===== src/rtl/board_proto_pkg.sv =====
// Shared protocol definitions for the board encoder: message flags, command codes,
// FSM states and the message/bit-selection helpers.
package board_proto_pkg;

  localparam logic [2:0] FlagStartBoard = 3'b111;
  localparam logic [2:0] FlagStartLine  = 3'b110;
  localparam logic [2:0] FlagAnd        = 3'b101;
  localparam logic [2:0] FlagOr         = 3'b010;
  localparam logic [2:0] FlagEndLine    = 3'b001;
  localparam logic [2:0] FlagEndBoard   = 3'b000;

  localparam logic [2:0] CmdBoard  = 3'd0;
  localparam logic [2:0] CmdLine   = 3'd1;
  localparam logic [2:0] CmdOption = 3'd2;
  localparam logic [2:0] CmdEnd    = 3'd3;

  localparam int unsigned MaxOptionCells = 16;

  typedef enum logic [2:0] {
    StIdle,
    StHdrM,
    StHdrN,
    StLine,
    StBits,
    StSep,
    StEndb
  } state_e;

  typedef struct packed {
    logic       found;
    logic [3:0] idx;
  } bit_pick_t;

  // Returns {byte0, byte1} for one two-byte message.
  function automatic logic [15:0] make_msg(input logic [2:0] flag, input logic [11:0] payload,
                                           input logic bit0);
    return {flag, payload[11:7], payload[6:0], bit0};
  endfunction

  // Lowest cell index >= from and < len that needs an AND message.
  function automatic bit_pick_t pick_bit(input logic [15:0] option, input logic [4:0] len,
                                         input logic [4:0] from, input logic sparse);
    bit_pick_t pick;
    pick = '0;
    for (int i = 15; i >= 0; i--) begin
      if (i >= int'(from) && i < int'(len) && (option[i] || !sparse)) begin
        pick.found = 1'b1;
        pick.idx   = 4'(i);
      end
    end
    return pick;
  endfunction

endpackage


===== src/rtl/board_encoder_if.sv =====
// Command and byte-stream bundle of the board encoder; slave is the encoder side.
interface board_encoder_if #(
  parameter int unsigned MAX_ROWS        = 11,
  parameter int unsigned MAX_COLS        = 11,
  parameter int unsigned MAX_NUM_OPTIONS = 84
);
  localparam int unsigned LinesW = $clog2(MAX_ROWS + MAX_COLS);
  localparam int unsigned OptsW  = $clog2(MAX_NUM_OPTIONS);

  logic              cmd_valid;
  logic              cmd_ready;
  logic [2:0]        cmd_type;
  logic [11:0]       cmd_m;
  logic [11:0]       cmd_n;
  logic [15:0]       cmd_option;
  logic [4:0]        cmd_len;
  logic              cmd_last;
  logic [7:0]        byte_out;
  logic              byte_valid;
  logic              byte_ready;
  logic              busy;
  logic [LinesW-1:0] lines_sent;
  logic [OptsW-1:0]  options_sent;
  logic              cmd_err;

  modport slave (
    input  cmd_valid, cmd_type, cmd_m, cmd_n, cmd_option, cmd_len, cmd_last, byte_ready,
    output cmd_ready, byte_out, byte_valid, busy, lines_sent, options_sent, cmd_err
  );

  modport master (
    output cmd_valid, cmd_type, cmd_m, cmd_n, cmd_option, cmd_len, cmd_last, byte_ready,
    input  cmd_ready, byte_out, byte_valid, busy, lines_sent, options_sent, cmd_err
  );

endinterface


===== src/rtl/msg_byte_tx.sv =====
// Serialises one two-byte message onto a valid/ready byte stream, holding byte_out while
// stalled; done flags the transfer of byte1 so the next message can load with no bubble.
module msg_byte_tx (
  input  logic        clk,
  input  logic        rst,
  input  logic        load,
  input  logic [15:0] msg,
  input  logic        byte_ready,
  output logic [7:0]  byte_out,
  output logic        byte_valid,
  output logic        done
);

  logic       byte_sel_q;
  logic       valid_q;
  logic [7:0] byte_out_q;
  logic [7:0] byte1_q;

  assign done       = valid_q && byte_ready && byte_sel_q;
  assign byte_out   = byte_out_q;
  assign byte_valid = valid_q;

  // load is only raised while idle or on the byte1 transfer, so it may take priority.
  always_ff @(posedge clk or negedge rst) begin
    if (!rst) begin
      byte_sel_q <= 1'b0;
      valid_q    <= 1'b0;
      byte_out_q <= '0;
      byte1_q    <= '0;
    end else if (load) begin
      byte_out_q <= msg[15:8];
      byte1_q    <= msg[7:0];
      byte_sel_q <= 1'b0;
      valid_q    <= 1'b1;
    end else if (valid_q && byte_ready) begin
      if (!byte_sel_q) begin
        byte_out_q <= byte1_q;
        byte_sel_q <= 1'b1;
      end else begin
        byte_sel_q <= 1'b0;
        valid_q    <= 1'b0;
      end
    end
  end

endmodule


===== src/rtl/board_encoder.sv =====
// Board encoder: turns BOARD/LINE/OPTION/END commands into two-byte protocol messages.
// Define BOARD_ENCODER_SPARSE_EN to skip AND messages for zero cells.
module board_encoder
  import board_proto_pkg::*;
#(
  parameter int unsigned MAX_ROWS        = 11,
  parameter int unsigned MAX_COLS        = 11,
  parameter int unsigned MAX_NUM_OPTIONS = 84
) (
  input logic            clk,
  input logic            rst,
  board_encoder_if.slave bus
);

  localparam int unsigned LinesW = $clog2(MAX_ROWS + MAX_COLS);
  localparam int unsigned OptsW  = $clog2(MAX_NUM_OPTIONS);

`ifdef BOARD_ENCODER_SPARSE_EN
  localparam logic SparseEn = 1'b1;
`else
  localparam logic SparseEn = 1'b0;
`endif

  state_e            state_q;
  logic              cmd_ready_q;
  logic              busy_q;
  logic              cmd_err_q;
  logic              line_open_q;
  logic              last_q;
  logic [11:0]       n_q;
  logic [15:0]       option_q;
  logic [4:0]        len_q;
  logic [3:0]        idx_q;
  logic [LinesW-1:0] lines_q;
  logic [OptsW-1:0]  opts_q;

  logic        accept;
  logic        illegal;
  logic        load;
  logic        done;
  logic [15:0] msg;
  bit_pick_t   first_pick;
  bit_pick_t   next_pick;

  assign accept  = (state_q == StIdle) && cmd_ready_q && bus.cmd_valid;
  assign illegal = (bus.cmd_type > CmdEnd) ||
                   (bus.cmd_type == CmdOption &&
                    (bus.cmd_len > 5'(MaxOptionCells) || !line_open_q)) ||
                   (bus.cmd_type == CmdLine && line_open_q);

  assign first_pick = pick_bit(bus.cmd_option, bus.cmd_len, 5'd0, SparseEn);
  assign next_pick  = pick_bit(option_q, len_q, 5'(idx_q) + 5'd1, SparseEn);

  // The first message is taken straight from the command bus so it is valid next cycle.
  always_comb begin
    load = 1'b0;
    msg  = '0;
    unique case (state_q)
      StIdle: begin
        if (accept && !illegal) begin
          load = 1'b1;
          case (bus.cmd_type)
            CmdBoard:  msg = make_msg(FlagStartBoard, bus.cmd_m, 1'b0);
            CmdLine:   msg = make_msg(FlagStartLine, 12'd0, 1'b0);
            CmdOption: msg = first_pick.found ?
                             make_msg(FlagAnd, 12'(first_pick.idx),
                                      bus.cmd_option[first_pick.idx]) :
                             make_msg(bus.cmd_last ? FlagEndLine : FlagOr, 12'd0, 1'b0);
            default:   msg = make_msg(FlagEndBoard, 12'd0, 1'b0);
          endcase
        end
      end
      StHdrM: begin
        load = done;
        msg  = make_msg(FlagStartBoard, n_q, 1'b0);
      end
      StBits: begin
        load = done;
        msg  = next_pick.found ?
               make_msg(FlagAnd, 12'(next_pick.idx), option_q[next_pick.idx]) :
               make_msg(last_q ? FlagEndLine : FlagOr, 12'd0, 1'b0);
      end
      default: ;
    endcase
  end

  always_ff @(posedge clk or negedge rst) begin
    if (!rst) begin
      state_q     <= StIdle;
      cmd_ready_q <= 1'b0;
      busy_q      <= 1'b0;
      cmd_err_q   <= 1'b0;
      line_open_q <= 1'b0;
      last_q      <= 1'b0;
      n_q         <= '0;
      option_q    <= '0;
      len_q       <= '0;
      idx_q       <= '0;
      lines_q     <= '0;
      opts_q      <= '0;
    end else begin
      cmd_err_q <= 1'b0;
      unique case (state_q)
        StIdle: begin
          cmd_ready_q <= 1'b1;
          if (accept) begin
            if (illegal) begin
              cmd_err_q <= 1'b1;
            end else begin
              cmd_ready_q <= 1'b0;
              busy_q      <= 1'b1;
              n_q         <= bus.cmd_n;
              option_q    <= bus.cmd_option;
              len_q       <= bus.cmd_len;
              last_q      <= bus.cmd_last;
              // A new board or the end of a board both leave no line open.
              case (bus.cmd_type)
                CmdBoard: begin
                  state_q     <= StHdrM;
                  lines_q     <= '0;
                  opts_q      <= '0;
                  line_open_q <= 1'b0;
                end
                CmdLine: begin
                  state_q     <= StLine;
                  opts_q      <= '0;
                  line_open_q <= 1'b1;
                end
                CmdOption: begin
                  state_q <= first_pick.found ? StBits : StSep;
                  idx_q   <= first_pick.idx;
                end
                default: begin
                  state_q     <= StEndb;
                  line_open_q <= 1'b0;
                end
              endcase
            end
          end
        end
        StHdrM: begin
          if (done) state_q <= StHdrN;
        end
        StBits: begin
          if (done) begin
            if (next_pick.found) idx_q <= next_pick.idx;
            else state_q <= StSep;
          end
        end
        StSep: begin
          if (done) begin
            if (opts_q != '1) opts_q <= opts_q + OptsW'(1);
            if (last_q) begin
              if (lines_q != '1) lines_q <= lines_q + LinesW'(1);
              line_open_q <= 1'b0;
            end
            state_q     <= StIdle;
            cmd_ready_q <= 1'b1;
            busy_q      <= 1'b0;
          end
        end
        default: begin
          if (done) begin
            state_q     <= StIdle;
            cmd_ready_q <= 1'b1;
            busy_q      <= 1'b0;
          end
        end
      endcase
    end
  end

  msg_byte_tx u_tx (
    .clk        (clk),
    .rst        (rst),
    .load       (load),
    .msg        (msg),
    .byte_ready (bus.byte_ready),
    .byte_out   (bus.byte_out),
    .byte_valid (bus.byte_valid),
    .done       (done)
  );

  assign bus.cmd_ready    = cmd_ready_q;
  assign bus.busy         = busy_q;
  assign bus.cmd_err      = cmd_err_q;
  assign bus.lines_sent   = lines_q;
  assign bus.options_sent = opts_q;

endmodule


===== src/flat_wrapper.sv =====
// flat-port wrapper written by rule: the top's interface ports become plain ports
module board_encoder_flat import board_proto_pkg::*;
#(
  parameter int unsigned MAX_ROWS        = 11,
  parameter int unsigned MAX_COLS        = 11,
  parameter int unsigned MAX_NUM_OPTIONS = 84
)
  (clk, rst, bus_cmd_valid, bus_cmd_type, bus_cmd_m, bus_cmd_n, bus_cmd_option, bus_cmd_len, bus_cmd_last, bus_byte_ready, bus_cmd_ready, bus_byte_out, bus_byte_valid, bus_busy, bus_lines_sent, bus_options_sent, bus_cmd_err);
  board_encoder_if #(.MAX_ROWS(MAX_ROWS), .MAX_COLS(MAX_COLS), .MAX_NUM_OPTIONS(MAX_NUM_OPTIONS)) bus_i ();
  input logic clk;
  input logic rst;
  input wire logic [$bits(bus_i.cmd_valid)-1:0] bus_cmd_valid;
  input wire logic [$bits(bus_i.cmd_type)-1:0] bus_cmd_type;
  input wire logic [$bits(bus_i.cmd_m)-1:0] bus_cmd_m;
  input wire logic [$bits(bus_i.cmd_n)-1:0] bus_cmd_n;
  input wire logic [$bits(bus_i.cmd_option)-1:0] bus_cmd_option;
  input wire logic [$bits(bus_i.cmd_len)-1:0] bus_cmd_len;
  input wire logic [$bits(bus_i.cmd_last)-1:0] bus_cmd_last;
  input wire logic [$bits(bus_i.byte_ready)-1:0] bus_byte_ready;
  output wire logic [$bits(bus_i.cmd_ready)-1:0] bus_cmd_ready;
  output wire logic [$bits(bus_i.byte_out)-1:0] bus_byte_out;
  output wire logic [$bits(bus_i.byte_valid)-1:0] bus_byte_valid;
  output wire logic [$bits(bus_i.busy)-1:0] bus_busy;
  output wire logic [$bits(bus_i.lines_sent)-1:0] bus_lines_sent;
  output wire logic [$bits(bus_i.options_sent)-1:0] bus_options_sent;
  output wire logic [$bits(bus_i.cmd_err)-1:0] bus_cmd_err;
  assign bus_i.cmd_valid = bus_cmd_valid;
  assign bus_i.cmd_type = bus_cmd_type;
  assign bus_i.cmd_m = bus_cmd_m;
  assign bus_i.cmd_n = bus_cmd_n;
  assign bus_i.cmd_option = bus_cmd_option;
  assign bus_i.cmd_len = bus_cmd_len;
  assign bus_i.cmd_last = bus_cmd_last;
  assign bus_i.byte_ready = bus_byte_ready;
  assign bus_cmd_ready = bus_i.cmd_ready;
  assign bus_byte_out = bus_i.byte_out;
  assign bus_byte_valid = bus_i.byte_valid;
  assign bus_busy = bus_i.busy;
  assign bus_lines_sent = bus_i.lines_sent;
  assign bus_options_sent = bus_i.options_sent;
  assign bus_cmd_err = bus_i.cmd_err;
  board_encoder #(.MAX_ROWS(MAX_ROWS), .MAX_COLS(MAX_COLS), .MAX_NUM_OPTIONS(MAX_NUM_OPTIONS)) u_core (.clk(clk), .rst(rst), .bus(bus_i));
endmodule

===== config.mk =====
export PLATFORM = sky130hd
export DESIGN_NAME = board_encoder_flat
export DESIGN_NICKNAME = d
export VERILOG_FILES = /design/src/rtl/board_proto_pkg.sv /design/src/rtl/board_encoder_if.sv /design/src/rtl/msg_byte_tx.sv /design/src/rtl/board_encoder.sv /design/src/flat_wrapper.sv
export SDC_FILE = /design/constraint.sdc
export NUM_CORES = 1
export LEC_CHECK = 0
export ABC_AREA = 1
export BUFFER_PORTS_ARGS = -buffer_cell sky130_fd_sc_hd__buf_2
export CORE_ASPECT_RATIO = 0.5
export CORE_MARGIN = 4
export CORE_UTILIZATION = 62
export CTS_BUF_LIST = sky130_fd_sc_hd__clkbuf_8
export DETAILED_ROUTE_END_ITERATION = 10
export GPL_TIMING_DRIVEN = 0
export HOLD_SLACK_MARGIN = 0.1
export PLACE_DENSITY_LB_ADDON = 0.3
export SYNTH_ARGS = -nofsm -noshare
export SYNTH_HDL_FRONTEND = slang
export SYNTH_HIERARCHICAL = 1
export SYNTH_SLANG_ARGS = --single-unit

===== constraint.sdc =====
create_clock -name clk -period 4.1 [get_ports clk]
set_input_delay 0.41 -clock clk [delete_from_list [all_inputs] [get_ports clk]]
set_output_delay 0.41 -clock clk [all_outputs]
set_load 0.02 [all_outputs]

* Word level (Yosys, flattened, before mapping)
Cells that the tools add are included.
Operators by class: bitwise operators 2, muxes and demuxes 98, add/sub/neg operators 3, reduce and logical (&&, ||, !) cells 47, shifts and indexed selects 0, div/mod/pow operators 0, order comparisons 52, eq/ne operators 22, multiply operators 0
Operator list (count):
- 5-bit 2-to-1 mux | 38
- 16-bit one-hot mux with 3 select lines | 2
- 4-bit by 5-bit < comparator with 1-bit output, first input constant | 16
- 16-bit 2-to-1 mux | 3
- 4-bit by 5-bit greater-or-equal comparator with 1-bit output, first input constant | 8
- 3-bit by 5-bit < comparator with 1-bit output, first input constant | 8
- 7-bit 2-to-1 mux | 5
- 8-bit 2-to-1 mux | 3
- 6-bit AND reduction | 4
- 1-bit logical AND | 23
- 1-bit 2-to-1 mux | 22
- 3-bit by 5-bit greater-or-equal comparator with 1-bit output, first input constant | 4
- 1-bit by 5-bit < comparator with 1-bit output, first input constant | 4
- 2-bit by 5-bit < comparator with 1-bit output, first input constant | 4
- 4-bit 2-to-1 mux | 5
- 3-bit 2-to-1 mux | 6
- 2-bit by 1-bit != test with 1-bit output, second input constant | 9
- 3-bit one-hot mux with 3 select lines | 2
- 7-bit one-hot mux with 2 select lines | 1
- 2-bit != test, second input constant | 6
- 1-bit by 5-bit greater-or-equal comparator with 1-bit output, first input constant | 2
- 2-bit by 5-bit greater-or-equal comparator with 1-bit output, first input constant | 2
- 4-bit by 5-bit < comparator with 1-bit output, second input constant | 2
- 1-bit one-hot mux with 2 select lines | 5
- other kinds (24) | 40
Storage, ports and cells: memory bits (writable) 0, output and inout bits 24, logic and storage cells 240, input port bits 53, memories 0, ROM bits 0, bits in registers 75, latch bits 0

* Longest topological paths before layout
depth after elaboration 24, mapped depth 32, depth with buffers taken out 32

* By module
Netlist, hierarchy kept.
Modules (own cells, without submodules):
- board_encoder | area an instance 3543.4 um^2, cells each 498, times used 1
- msg_byte_tx | area an instance 842.1 um^2, cells each 97, times used 1

* Worst setup path before layout
No wires, ideal clock.
path kind reg2reg, from register u_core.idx_q[0], to register u_core.u_tx.byte1_q[0], path buffers 0, cell stages (with the launch flop) 31, library setup time 0.126 ns, path slack 1.475 ns, clock period less this slack 2.625 ns, required time 3.974 ns, data arrival time 2.498 ns, cells stage by stage dfrtp_1 -> inv_1 -> ha_1 -> nor2_1 -> nand2_1 -> nand2_1 -> nand3_1 -> nand2_1 -> nand2_1 -> nand2_1 -> nand2_1 -> nand2_1 -> nand2_1 -> nand2_1 -> nand2_1 -> nand2_1 -> nand2_1 -> nand2_1 -> nand2_1 -> nand2_2 -> nand2_4 -> nand2_4 -> nand2_1 -> nand3_1 -> nand3_1 -> nand2_1 -> nand2_1 -> nand3_1 -> nand2_1 -> nand2_1 -> o21ai_0
Between the ends: word-level cells in the longest chain between the ends 23, elaborated cells on any way between the ends 53, those cells by class add/sub: 1; order compare: 16; mux: 20; reduce/logical: 16
Ends and longest elaborated chain:
- from (decl) | line board_encoder.sv:33 | logic [3:0] idx_q;
- from (signal assigned) | line board_encoder.sv:131 | idx_q <= first_pick.idx;
- from (signal assigned) | line board_encoder.sv:146 | if (next_pick.found) idx_q <= next_pick.idx;
- 4-bit by 1-bit adder with 5-bit output * | line board_encoder.sv:52 | assign next_pick = pick_bit(option_q, len_q, 5'(idx_q) + 5'd1, SparseEn);
- 4-bit by 5-bit greater-or-equal comparator with 1-bit output | line board_proto_pkg.sv:46 | if (i >= int'(from) && i < int'(len) && (option[i] || !sparse)) begin
- 1-bit logical AND | line board_proto_pkg.sv:46
- 5-bit 2-to-1 mux (15 in a row) | line board_proto_pkg.sv:46
- 5-bit 2-to-1 mux * | line board_proto_pkg.sv:46
- 1-bit binary-select mux with 4-bit select | line board_encoder.sv:80 | make_msg(FlagAnd, 12'(next_pick.idx), option_q[next_pick.idx]) :
- 1-bit 2-to-1 mux (not written as such) | line board_encoder.sv:80
- 16-bit 2-to-1 mux * | line board_encoder.sv:79 | msg = next_pick.found ?
- 16-bit one-hot mux with 3 select lines * | line board_encoder.sv:58 | unique case (state_q)
- via u_core.msg[0] | line board_encoder.sv:41 | logic [15:0] msg;
- to (signal assigned) | line msg_byte_tx.sv:32 | byte1_q <= msg[7:0];
- to (decl) | line msg_byte_tx.sv:17 | logic [7:0] byte1_q;
The timed path passes the listed nets; every way through them passes the cells marked *. The select of a mux whose other input is x is not followed. A chain may end at the register's enable or synchronous reset.

* Worst setup path in the final report
Same ends and word-level chain as after synthesis.

==> qor.yml <==
run_status: "finished, final reports clean"
dp_cells: 764
placed_area_um2: 4910
min_period_ns: 3.02
highest_clock_rate_mhz: 331
cts_root_buffer: "sky130_fd_sc_hd__clkbuf_8"
synthToLayoutAreaGrowth_pct: 16.6
number_of_vias_in_the_routed_layout: 4361
route.detailed.drc: 0
worst_skew_pair.late_latency_ns: 0.36
initial_core_util: 0.647
yosys_register_bits: 75
critical_path.endpoint_type: "flop"
synthTopCellsByArea: "sky130_fd_sc_hd__dfrtp_1 (43%), sky130_fd_sc_hd__nand2_1 (18%), sky130_fd_sc_hd__inv_1 (5.4%)"
highest_count_cells_in_the_layout_ignoring_fill_and_taps: "sky130_fd_sc_hd__nand2_1 (208), sky130_fd_sc_hd__buf_2 (75), sky130_fd_sc_hd__dfrtp_1 (75), sky130_fd_sc_hd__inv_1 (65), sky130_fd_sc_hd__nor2_1 (44)"
rsz0062_at_grt: "no"
io_pins: 77
critical-path-top-cell-by-count: "sky130_fd_sc_hd__nand2_1"
cts_tree: "done"
detailed_place_hpwl_um: 8530
p_sw_frac: 0.214
slew_headroom: 0.420
layout.cells.most_common: "sky130_fd_sc_hd__nand2_1"
path_max_fanout: 10
worst_pin_slew_ns: 0.862
start_kind: "flop"
timing.critical_path.slowest_cell_delay_ns: 0.47
postCtsResizedCells: 0
tns_ns: 0
holdBufCountCts: 1
synth_warnings: 6
global_route_wire_length_before_repair_um: 18100
yosys.cell_types.count: 50
syn_area_um2: 4390
design.core.area_um2: 6780
worst_path_dominant_cell_family: "simple AND/OR/NAND/NOR gates"
ys_dominant_reg_cell: "sky130_fd_sc_hd__dfrtp_1"
leakagePower_nw: 2.81
fin_cells: 781
pwr-share-comb: 0.041
post-synth-top-area-cell: "sky130_fd_sc_hd__dfrtp_1"
synthesis.area_per_instance_um2: 7.37
route.detailed.vias_per_inst: 5.58
critical_path.n_buffers_inverters: 2
post-route-cell-area_um2: 5110
fin_util: 0.754
antenna_violating_nets_post_route: 0
crit_start: "u_core/idx_q[0]"
core.rowCount: 21
timing.max_cap.violations: 0
clk_transition_reported_paths_ns: 0.07
die-width_um: 127
seq_power_share: 0.557
initialDrtViolationCount: 342
finalSetupViolations: 0
gr-usage-all-layers: 0.269
gpl.final_weighted_congestion: 0.886
critPathSlowestCell: "sky130_fd_sc_hd__dfrtp_1"
required_ns: 4.33
htree_num_levels: 3
synth_enable_flop_cells: 0
netlist_instances: 595
clk_path_buf_depth: 2
number_of_global_route_vias_before_repair: 3918
initial_antenna_violation_count: 0
worstPathCellList: "ha_1, nand3_2, inv_2, nor2_2, a31oi_1, nand3_1, nand2_1, nand2_1, a31oi_1, o21ai_1, nand2_1, nand2_1, nand2_2, inv_1, nand3_1, nand3_1, nand2_1, nand2_1, nand3_1, nand2_1, nand2_1, o21ai_0"
grt_max_degree: 55
post-cts-setup-buffers: 0
drt_pass1_iterations: 5
cts_buffers: 9
fp.dieArea_um2: 8560
slack_of_the_worst_reg_to_reg_path_ns: 1.08
port-buffer-count: 76
ys_seq_area_frac: 0.428
worstHoldStart: "bus_cmd_option[12]"
min_path_type: "input port to flop"
worst-setup-path-type: "flop to flop"
power.switching_uw: 285
drive_above_1_share: 0.193
grt.overflow.total: 0
worst_clock_skew_ns: 0.0119
floorplan.die.height_um: 67.5
crit_arrival_ns: 3.25
synth_async_sr_flop_share: 1.00
power.density_cell_area_nw_per_um2: 260
synth.net_count: 655
final-hold-violation-count: 0
fin_crit_sh: 0.736
tritoncts_num_sinks: 75
finalNetCount: 744
share_clk_of_total_power: 0.402
cell_internal_pwr_mw: 1.04
crit-reg2reg-launch: "u_core/idx_q[0]"
worst_ir_drop_vdd_uv: 246
avgRoutedWirePerCell_um: 14.3
final-max-slew-violation-count: 0
synth.top_cell.area_share: 0.428
total_power_mw: 1.33
totalWireLength_um: 11200
antennaDiodeCount: 0
-- worst register-to-register path, cell delays in order, from the launching register on --
cell,delay [ns]
sky130_fd_sc_hd__dfrtp_1,0.47
sky130_fd_sc_hd__ha_1,0.24
sky130_fd_sc_hd__nand3_2,0.21
sky130_fd_sc_hd__inv_2,0.14
sky130_fd_sc_hd__nor2_2,0.07
sky130_fd_sc_hd__a31oi_1,0.18
sky130_fd_sc_hd__nand3_1,0.12
sky130_fd_sc_hd__nand2_1,0.10
sky130_fd_sc_hd__nand2_1,0.10
sky130_fd_sc_hd__a31oi_1,0.22
sky130_fd_sc_hd__o21ai_1,0.08
sky130_fd_sc_hd__nand2_1,0.06
sky130_fd_sc_hd__nand2_1,0.05
sky130_fd_sc_hd__nand2_2,0.18
sky130_fd_sc_hd__inv_1,0.13
sky130_fd_sc_hd__nand3_1,0.10
sky130_fd_sc_hd__nand3_1,0.06
sky130_fd_sc_hd__nand2_1,0.08
sky130_fd_sc_hd__nand2_1,0.06
sky130_fd_sc_hd__nand3_1,0.07
sky130_fd_sc_hd__nand2_1,0.05
sky130_fd_sc_hd__nand2_1,0.05
sky130_fd_sc_hd__o21ai_0,0.07
-- power by group through the flow --
stage | logic (mW) | clock network [mW] | registers (mW)
4_1_cts | 0.0551 | 0.543 | 0.739
6_report | 0.0543 | 0.534 | 0.740
3_3_place_gp | 0.0492 | 0 | 0.754
2_1_floorplan | 0.00639 | 0 | 0.754
5_1_grt | 0.0611 | 0.569 | 0.739
3_5_place_dp | 0.0537 | 0 | 0.754
-- synthesized netlist by cell type (2+ instances only) --
master and n:
sky130_fd_sc_hd__clkbuf_1 9, sky130_fd_sc_hd__o21ai_1 7, sky130_fd_sc_hd__nand2_4 4, sky130_fd_sc_hd__a21oi_1 11, sky130_fd_sc_hd__dfrtp_1 75, sky130_fd_sc_hd__o22ai_1 5
sky130_fd_sc_hd__nor2_2 5, sky130_fd_sc_hd__nand3_1 41, sky130_fd_sc_hd__inv_1 63, sky130_fd_sc_hd__nand4_1 5, sky130_fd_sc_hd__o21ai_2 4, sky130_fd_sc_hd__o31ai_1 2
sky130_fd_sc_hd__nor2_1 44, sky130_fd_sc_hd__nor3_2 2, sky130_fd_sc_hd__inv_2 9, sky130_fd_sc_hd__nor2_4 2, sky130_fd_sc_hd__a31oi_1 4, sky130_fd_sc_hd__nor3b_1 3
sky130_fd_sc_hd__a22o_1 8, sky130_fd_sc_hd__o211ai_1 2, sky130_fd_sc_hd__buf_6 2, sky130_fd_sc_hd__a22oi_1 2, sky130_fd_sc_hd__ha_1 7, sky130_fd_sc_hd__nor3_1 6
sky130_fd_sc_hd__nand2_1 208, sky130_fd_sc_hd__o21ai_0 38, sky130_fd_sc_hd__nand2_2 4
-- cell type report --
| type | count | area (um^2) |
|---|---|---|
| multi-input cells | 433 | 2150 |
| fillers | 563 | 1670 |
| flip-flops and latches | 75 | 1880 |
| well taps | 92 | 115 |
| repair buffers | 78 | 420 |
| inverters | 74 | 283 |
| plain buffers | 13 | 78.8 |
| clock inverters | 3 | 12.5 |
| clock buffers | 13 | 179 |
-- layer usage --
| metal | share of wire | global-route usage | up-vias |
|---|---|---|---|
| li1 | - | - | 2104 |
| met1 | 0.45 | 0.369 | 2028 |
| met2 | 0.45 | 0.439 | 204 |
| met3 | 0.086 | 0.0585 | 25 |
| met4 | 0.014 | 0.0789 | 0 |
| met5 | 0 | 0 | - |
-- cells by family after synthesis --
logic type,Yosys count,share of synthesized area
AO/OA/AOI/OAI,93,0.136
XOR/XNOR,1,0.00200
flip-flops,75,0.428
buffers and inverters,87,0.0825
adder cells (fa/ha/maj),7,0.0200
AND/OR/NAND/NOR,332,0.332
-- registers in the layout, indices dropped and copies added, names as in the netlist --
signal                   count
u_core/option_q             16
u_core/n_q                  12
u_core/u_tx/byte1_q          8
u_core/u_tx/byte_out         8
u_core/bus.options_sent      7
u_core/bus.lines_sent        5
u_core/len_q                 5
u_core/idx_q                 4
u_core/state_q               3
u_core/bus.busy              1
u_core/bus.cmd_err           1
u_core/bus.cmd_ready         1
u_core/last_q                1
u_core/line_open_q           1
u_core/u_tx/byte_sel_q       1
u_core/u_tx/byte_valid       1
-- path summary, 6_finish.rpt --
kind,to,cells after the start
max,u_core/u_tx/byte1_q[0],22
max in group asynchronous,u_core/u_tx/byte_valid,3
min in group asynchronous,u_core/bus.options_sent[0],2
max reg2reg,u_core/u_tx/byte1_q[0],22
min reg2reg,u_core/option_q[4],2
min,u_core/option_q[12],3
-- metrics by stage --
step                hold slack (ns)  setup slack (ns)
detailed placement            0.320             0.964
global route                  0.258             0.715
finish                        0.257              1.08
global placement              0.454             0.968
floorplan                     0.114              1.48
CTS                           0.247              1.09
Note: power is estimated with default switching activity, not from simulation.
